===== src/rtl/tx_char_framer_if.sv =====
// Link-side port bundle of the SpaceWire transmit character framer.
// The master drives permission and character requests; the slave (the
// framer) returns handshakes and the serial bit stream.
interface tx_char_framer_if;
    logic [1:0] mode;
    logic       fct_req;
    logic       fct_ack;
    logic       data_valid;
    logic [8:0] data_char;
    logic       data_ready;
    logic       tx_bit;
    logic       tx_active;

    modport master (
        output mode, fct_req, data_valid, data_char,
        input  fct_ack, data_ready, tx_bit, tx_active
    );

    modport slave (
        input  mode, fct_req, data_valid, data_char,
        output fct_ack, data_ready, tx_bit, tx_active
    );
endinterface


===== src/rtl/tx_char_framer.sv =====
// SpaceWire transmit character framer.
// Picks FCT / N-char / NULL at each character boundary, attaches odd parity
// and shifts the character out LSB-first, one bit per tx_clk, without gaps.
//
// Channel state (no explicit FSM encoding; the bit counter is the state):
//   r_cnt == 0      | silent, tx_active low, every cycle is a boundary
//   r_cnt == 1      | last bit of a character on tx_bit (boundary)
//   r_cnt 2..10     | mid-character, bits still to come
module tx_char_framer (
    input  logic             tx_clk,
    input  logic             rst,
    tx_char_framer_if.slave  bus
);

    localparam logic [3:0] LEN_DATA = 4'd10;
    localparam logic [3:0] LEN_CTRL = 4'd4;
    localparam logic [3:0] LEN_NULL = 4'd8;

    logic [9:0] r_shift;
    logic [3:0] r_cnt;
    logic       r_active;
    logic       r_prev_x;

    logic       w_silent;
    logic       w_boundary;
    logic       w_can_pick;
    logic       w_sel_fct;
    logic       w_ready;
    logic       w_take_data;
    logic       w_marker_c1;
    logic       w_marker_c0;
    logic [9:0] w_load_vec;
    logic [3:0] w_load_len;
    logic       w_load_x;

    assign w_silent   = (r_cnt == 4'd0);
    assign w_boundary = (r_cnt <= 4'd1);

    // The first character out of silence is always a NULL, so FCT and
    // N-chars are only considered at boundaries of a running link.
    assign w_can_pick  = !rst && w_boundary && !w_silent;
    assign w_sel_fct   = w_can_pick && bus.mode[1] && bus.fct_req;
    assign w_ready     = w_can_pick && (bus.mode == 2'd3) && !(bus.mode[1] && bus.fct_req);
    assign w_take_data = w_ready && bus.data_valid;

    // Marker codes: EOP = c1c0 01, EEP = c1c0 10
    assign w_marker_c1 = bus.data_char[0];
    assign w_marker_c0 = ~bus.data_char[0];

    // Build the next character. Bit 0 goes out first (parity), bit 1 is the
    // flag, payload follows. Control parity = prev_x, data parity = ~prev_x.
    always_comb begin
        w_load_vec = {2'b00, 1'b0, 1'b0, 1'b1, 1'b0, 1'b1, 1'b1, 1'b1, r_prev_x};
        w_load_len = LEN_NULL;
        w_load_x   = 1'b0;
        if (w_sel_fct) begin
            w_load_vec = {6'b000000, 1'b0, 1'b0, 1'b1, r_prev_x};
            w_load_len = LEN_CTRL;
            w_load_x   = 1'b0;
        end else if (w_take_data) begin
            if (bus.data_char[8]) begin
                w_load_vec = {6'b000000, w_marker_c0, w_marker_c1, 1'b1, r_prev_x};
                w_load_len = LEN_CTRL;
                w_load_x   = 1'b1;
            end else begin
                w_load_vec = {bus.data_char[7:0], 1'b0, ~r_prev_x};
                w_load_len = LEN_DATA;
                w_load_x   = ^bus.data_char[7:0];
            end
        end
    end

    // Shift/count datapath: load at boundaries, otherwise shift one bit out.
    always_ff @(posedge tx_clk) begin
        if (rst) begin
            r_shift  <= 10'd0;
            r_cnt    <= 4'd0;
            r_active <= 1'b0;
            r_prev_x <= 1'b0;
        end else if (w_boundary) begin
            if (bus.mode == 2'd0) begin
                r_shift  <= 10'd0;
                r_cnt    <= 4'd0;
                r_active <= 1'b0;
                r_prev_x <= 1'b0;
            end else begin
                r_shift  <= w_load_vec;
                r_cnt    <= w_load_len;
                r_active <= 1'b1;
                r_prev_x <= w_load_x;
            end
        end else begin
            r_shift <= {1'b0, r_shift[9:1]};
            r_cnt   <= r_cnt - 4'd1;
        end
    end

    assign bus.tx_bit     = r_shift[0];
    assign bus.tx_active  = r_active;
    assign bus.fct_ack    = w_sel_fct;
    assign bus.data_ready = w_ready;

endmodule


===== src/flat_wrapper.sv =====
// flat-port wrapper written by rule: the top's interface ports become plain ports
module tx_char_framer_flat 
  (tx_clk, rst, bus_mode, bus_fct_req, bus_data_valid, bus_data_char, bus_fct_ack, bus_data_ready, bus_tx_bit, bus_tx_active);
  tx_char_framer_if bus_i ();
  input  logic tx_clk;
  input  logic rst;
  input wire logic [$bits(bus_i.mode)-1:0] bus_mode;
  input wire logic [$bits(bus_i.fct_req)-1:0] bus_fct_req;
  input wire logic [$bits(bus_i.data_valid)-1:0] bus_data_valid;
  input wire logic [$bits(bus_i.data_char)-1:0] bus_data_char;
  output wire logic [$bits(bus_i.fct_ack)-1:0] bus_fct_ack;
  output wire logic [$bits(bus_i.data_ready)-1:0] bus_data_ready;
  output wire logic [$bits(bus_i.tx_bit)-1:0] bus_tx_bit;
  output wire logic [$bits(bus_i.tx_active)-1:0] bus_tx_active;
  assign bus_i.mode = bus_mode;
  assign bus_i.fct_req = bus_fct_req;
  assign bus_i.data_valid = bus_data_valid;
  assign bus_i.data_char = bus_data_char;
  assign bus_fct_ack = bus_i.fct_ack;
  assign bus_data_ready = bus_i.data_ready;
  assign bus_tx_bit = bus_i.tx_bit;
  assign bus_tx_active = bus_i.tx_active;
  tx_char_framer u_core (.tx_clk(tx_clk), .rst(rst), .bus(bus_i));
endmodule

===== config.mk =====
export PLATFORM = sky130hd
export DESIGN_NAME = tx_char_framer_flat
export DESIGN_NICKNAME = d
export VERILOG_FILES = /design/src/rtl/tx_char_framer_if.sv /design/src/rtl/tx_char_framer.sv /design/src/flat_wrapper.sv
export SDC_FILE = /design/constraint.sdc
export NUM_CORES = 1
export LEC_CHECK = 0
export ABC_AREA = 1
export CAP_MARGIN = 10
export CORE_MARGIN = 3
export CORE_UTILIZATION = 33
export DETAILED_ROUTE_END_ITERATION = 10
export SLEW_MARGIN = 20
export SYNTH_ARGS = -nofsm -noshare
export SYNTH_HDL_FRONTEND = slang
export SYNTH_SLANG_ARGS = --single-unit

===== constraint.sdc =====
create_clock -name tx_clk -period 1.5 [get_ports tx_clk]
set_clock_uncertainty 0.05 [all_clocks]
set_input_delay 0.15 -clock tx_clk [delete_from_list [all_inputs] [get_ports tx_clk]]
set_output_delay 0.15 -clock tx_clk [all_outputs]
set_load 0.02 [all_outputs]

Word level (Yosys, flattened, before mapping)
Index checks and enable logic that the tools add are counted.
Widths: inputs -> output; s select.
{ "totals": {"regBits": 16, "input_bits": 15, "wordCells": 42} }
{ "classes": {"n_addsub": 1, "n_lt_le_gt_ge": 1, "eq_ne": 1, "n_mux": 15, "bitwise_logic": 4, "reduce_logical": 15} }
{ "op_table": {"columns": ["op", "n"], "rows": [
  ["$mux 9", 5],
  ["$mux 4", 5],
  ["$logic_and 1x1->1", 8],
  ["$reduce_xor 8->1", 1],
  ["$reduce_or 6->1", 1],
  ["$mux 1", 5],
  ["$le 4x1->1 const B", 1],
  ["$logic_not 4->1", 1],
  ["$not 1->1", 4],
  ["$sub 4x1->4 const B", 1],
  ["$logic_not 1->1", 3],
  ["$eq 2x2->1 const B", 1],
  ["$logic_not 2->1", 1]
]} }

Longest topological paths before layout
{ "depth": {"depth_word": 10, "mapped_depth": 10} }

Worst setup path after synthesis
No wires, ideal clock.
{ "synth_timing": {"kind": "reg2reg", "start": "reg u_core.r_cnt[0]", "end": "reg u_core.r_shift[2]", "setup_time_ps": 116, "t_arrival_ps": 1463, "required_ps": 1334, "path_slack_ps": -130, "path_stages_with_launch": 9, "n_path_buf": 0, "synth_period_minus_slack_ps": 1630, "path_cell_list": "dfxtp_1 -> inv_1 -> ha_1 -> nor2_1 -> nand3_4 -> nor3_2 -> nor2_2 -> o21ai_1 -> nand2_1"} }
{ "synth_via": {"elab_cells_between_ends": 14, "cone_classes": "order compare (1); mux (4); reduce/logical (9)"} }
{ "synth_lines": {"columns": ["item", "line", "text"], "rows": [
  ["start, declared", "tx_char_framer.sv:20", "logic [3:0] r_cnt;"],
  ["start signal, assigned", "tx_char_framer.sv:88", "r_cnt <= w_load_len;"],
  ["start signal, assigned", "tx_char_framer.sv:94", "r_cnt <= r_cnt - 4'd1;"],
  ["$le 4x1->1 or $logic_not 4->1 (tied branches)", "tx_char_framer.sv:37, tx_char_framer.sv:36", null],
  ["$logic_and 1x1->1 or $logic_not 1->1 (tied branches)", "tx_char_framer.sv:41", "assign w_can_pick = !rst && w_boundary && !w_silent;"],
  ["$logic_and 1x1->1 (*)", "tx_char_framer.sv:41", null],
  ["$logic_and 1x1->1 (*) (2 in series)", "tx_char_framer.sv:42", "assign w_sel_fct = w_can_pick && bus.mode[1] && bus.fct_req;"],
  ["net bus_fct_ack", "flat_wrapper.sv:11", "output wire logic [$bits(bus_i.fct_ack)-1:0] bus_fct_ack;"],
  ["$mux 9 (*)", "tx_char_framer.sv:56", "if (w_sel_fct) begin"],
  ["$mux 9 (*)", "tx_char_framer.sv:81", "if (bus.mode == 2'd0) begin"],
  ["$mux 9 (*)", "tx_char_framer.sv:80", "end else if (w_boundary) begin"],
  ["end signal, assigned", "tx_char_framer.sv:87", "r_shift <= w_load_vec;"],
  ["end signal, assigned", "tx_char_framer.sv:93", "r_shift <= {1'b0, r_shift[9:1]};"],
  ["end, declared", "tx_char_framer.sv:19", "logic [9:0] r_shift;"]
]} }
The timed path passes the listed nets; every way through them passes the cells marked *.
A chain may end at the register's enable or synchronous reset.

Worst setup path after layout
{ "layout_timing": {"start": "reg u_core.r_cnt[0]", "end": "reg u_core.r_shift[3]"} }
{ "layout_via": {"elab_chain_len": 10, "elab_cells_between_ends": 14, "cone_classes": "order compare (1); mux (4); reduce/logical (9)"} }
{ "layout_lines": {"columns": ["item", "line", "text"], "rows": [
  ["$le 4x1->1 or $logic_not 4->1 (tied branches)", "tx_char_framer.sv:37, tx_char_framer.sv:36", null],
  ["$logic_and 1x1->1 or $logic_not 1->1 (tied branches)", "tx_char_framer.sv:41", null],
  ["$logic_and 1x1->1", "tx_char_framer.sv:41", null],
  ["$logic_and 1x1->1 (2 in series)", "tx_char_framer.sv:43", "assign w_ready = w_can_pick && (bus.mode == 2'd3) && !(bus.mode[1] && bus.fct_req);"],
  ["$logic_and 1x1->1", "tx_char_framer.sv:44", "assign w_take_data = w_ready && bus.data_valid;"],
  ["$mux 9", "tx_char_framer.sv:60", "end else if (w_take_data) begin"],
  ["$mux 9", "tx_char_framer.sv:56", null],
  ["$mux 9", "tx_char_framer.sv:81", null],
  ["$mux 9 (*)", "tx_char_framer.sv:80", null]
]} }
Every way passes the cells marked *; elsewhere a longest branch is shown, timed or not.

==> impl_metrics.sql <==
INSERT INTO impl_metrics (metric_group, metric, value, unit) VALUES
('run_status', 'outcome', 'finished with violations', ''),
('run_status', 'failing_checks', 'setup timing', ''),
('final_layout', 'antennaDiodeCount', '0', ''),
('floorplanning', 'io-pin-count', '19', ''),
('timing', 'grt_setup_unrepaired', 'true', ''),
('pwr', 'internal_power', '1.05', 'mW'),
('pwr', 'clock_power_share', '0.130', ''),
('setup_path', 'startpoint_type', 'flip-flop', ''),
('pwr', 'p_switching', '0.654', 'mW'),
('clock_network', 'clkSlewWorstSetupHoldPaths', '90', 'ps'),
('drt', 'route.detailed.wl_per_inst', '9.04', 'um'),
('pwr', 'p_sw_frac', '0.383', ''),
('final_layout', 'nets', '190', ''),
('setup_path', 'worst-endpoint-required', '1640', 'ps'),
('drt', 'finalWirelength', '1.81', 'mm'),
('timing', 'setup_total_negative_slack', '-1100', 'ps'),
('drt', 'antenna_left', '0', ''),
('synthesis', 'yosys_warnings', '0', ''),
('final_layout', 'final_core_util', '0.528', ''),
('floorplanning', 'core-area', '0.00259', 'mm^2'),
('clock_network', 'tritoncts_clock_tree', 'yes', ''),
('floorplanning', 'initial_core_util', '0.360', ''),
('place', 'place_area', '0.00125', 'mm^2'),
('synthesis', 'ys_seq_elements', '16', ''),
('floorplanning', 'floorplan.die.height', '59.1', 'um'),
('setup_path', 'crit_arrival', '1780', 'ps'),
('clock_network', 'clockBufferDepth', '2', ''),
('pwr', 'leakage', '0.680', 'nW'),
('drt', 'detail_route.first_pass.iterations', '2', ''),
('floorplanning', 'core.rowCount', '18', ''),
('drt', 'vias', '895', ''),
('final_layout', 'post_route_cells_drive_above_1_share', '0.265', ''),
('timing', 'final.hold.worst_slack', '378', 'ps'),
('clock_network', 'insertion_delay', '280', 'ps'),
('clock_network', 'cts_num_sinks', '16', ''),
('timing', 'max_slew.worst_pin.slew', '456', 'ps'),
('pwr', 'power_density', '1250', 'mW/mm^2'),
('synthesis', 'sequential_cell_area_fraction_in_the_yosys_report', '0.344', ''),
('place', 'place_ws', '-345', 'ps'),
('final_layout', 'final_cell_area', '0.00137', 'mm^2'),
('synthesis', 'mapped_cell_area', '932', 'um^2'),
('grt', 'grt_max_degree', '12', ''),
('setup_path', 'timing.critical_path.slowest_stage_cell', 'dfxtp_4', ''),
('timing', 'report.final.setup_viol', '15', ''),
('clock_network', 'cts_root_buffer', 'clkbuf_4', ''),
('pwr', 'pwr-share-seq', '0.370', ''),
('timing', 'setup_ws', '-140', 'ps'),
('grt', 'gr_util_all_layers', '0.119', ''),
('synthesis', 'ys_types', '23', ''),
('final_layout', 'area_growth_syn_to_layout', '46.6', '%'),
('setup_path', 'timing_worst_setup_path_type', 'reg2reg', ''),
('pwr', 'comb_power_share', '0.500', ''),
('timing', 'min_period', '1640', 'ps'),
('timing', 'final.period_utilization', '1.09', ''),
('grt', 'grt_remaining_overflow', '0', ''),
('setup_path', 'worstSetupEndpointType', 'flip-flop', ''),
('place', 'placed_cells', '194', ''),
('drt', 'route.detailed.vias_per_inst', '4.48', ''),
('grt', 'antenna_found_initial', '0', ''),
('pwr', 'fin_total_pwr', '1.71', 'mW'),
('clock_network', 'numCtsBuffers', '3', ''),
('pwr', 'vdd_drop_max', '877', 'uV'),
('setup_path', 'timing.critical_path.fanout_max', '5', ''),
('setup_path', 'worstPathCellList', 'inv_4 -> ha_4 -> nor2_4 -> nand3_4 -> buf_6 -> nor2_8 -> buf_8 -> buf_4 -> nand4_1 -> nand3_1 -> nand2_1', ''),
('timing', 'timing.final.max_slew_violations', '0', ''),
('timing', 'slew_headroom', '0.695', ''),
('final_layout', 'layout.filler_cells', '244', ''),
('place', 'io_buffers', '18', ''),
('synthesis', 'synthCells', '139', ''),
('setup_path', 'cp_slowest_stage_delay', '390', 'ps'),
('min_path', 'hold_path.class', 'reg2reg', '');
[layout make-up]
cell class,instances,area (um^2),area share
multi-input combinational,99,611,0.447
sequential,16,325,0.238
inverter,23,93.8,0.0687
tap,30,37.5,0.0275
timing repair buffer,29,277,0.202
clock buffer,3,22.5,0.0165
[power by group through the flow]
| stage | logic (mW) | clock network [mW] | registers [mW] |
|---|---|---|---|
| 2_1_floorplan | 0.509 | 0 | 0.642 |
| 3_3_place_gp | 0.799 | 0 | 0.615 |
| 3_5_place_dp | 0.818 | 0 | 0.618 |
| 4_1_cts | 0.832 | 0.234 | 0.615 |
| 5_1_grt | 0.969 | 0.254 | 0.645 |
| 6_report | 0.853 | 0.222 | 0.631 |
[sequential cells by signal (all words and copies together) (netlist names)]
| name | flops |
|---|---|
| u_core.r_prev_x | 1 |
| u_core.bus.tx_active | 1 |
| u_core.r_shift | 10 |
| u_core.r_cnt | 4 |
[cell families after synthesis]
group,count (synthesis),synth area share
flip-flops,16,0.344
AO/OA/AOI/OAI,10,0.0698
adder cells (fa/ha/maj),3,0.0403
AND/OR/NAND/NOR,83,0.420
XOR/XNOR,3,0.0282
buffers and inverters,24,0.0980
[cells in the final DEF (no fill, tap or decap), types with 2 or more instances in the layout]
cell type | synthesis | routed
inv_4 | 0 | 3
nand2_1 | 58 | 55
nand3_4 | 1 | 2
clkbuf_4 | 0 | 3
nor2_1 | 7 | 6
inv_1 | 22 | 17
o21ai_0 | 2 | 2
xor2_1 | 2 | 2
o21ai_2 | 4 | 4
nand3_2 | 0 | 2
nand3_1 | 7 | 4
ha_4 | 0 | 3
inv_2 | 1 | 3
buf_6 | 0 | 3
dfxtp_1 | 16 | 14
nor2_4 | 2 | 3
clkdlybuf4s50_1 | 0 | 16
buf_4 | 0 | 9
nand4_1 | 2 | 2
o21ai_1 | 3 | 3
nand2_2 | 0 | 3
[cells in the mapped netlist (all sizes together)]
library cell,n,area share
o21ai,9,0.064
ha,3,0.040
buf,1,0.0054
nand2,59,0.25
a21oi,1,0.0054
nor2,11,0.081
nand4,2,0.013
nor3,2,0.016
inv,23,0.093
xor2,2,0.019
nand3,8,0.056
dfxtp,16,0.34
nand3b,1,0.0081
xnor2,1,0.0094
[what timing repair did]
item	in CTS	in global routing
hold buffers	0	0
pin swaps	5	4
resized for setup	19	13
setup buffers	0	3
setup endpoints to repair	16	17
[worst paths after layout]
check	startpoint	endpoint	cells past startpoint
setup / recovery	u_core.r_cnt[0]	u_core.r_shift[3]	11
hold / removal	u_core.r_shift[6]	u_core.r_shift[5]	2
setup reg to reg	u_core.r_cnt[0]	u_core.r_shift[3]	11
hold reg to reg	u_core.r_shift[6]	u_core.r_shift[5]	2
[per-layer routing]
layer	global-route usage	part of all wire
met4	0.00971	0
met2	0.219	0.51
met5	0	0
met3	0.0392	0.053
met1	0.137	0.44
[worst max-delay path: cells and delay by family, from the launching register on]
family | cells | cell delay [ps]
flops | 1 | 390
fa+ha+maj | 1 | 160
simple gates | 6 | 520
buf+inv | 4 | 430
Note: power is estimated with default switching activity, not from simulation.
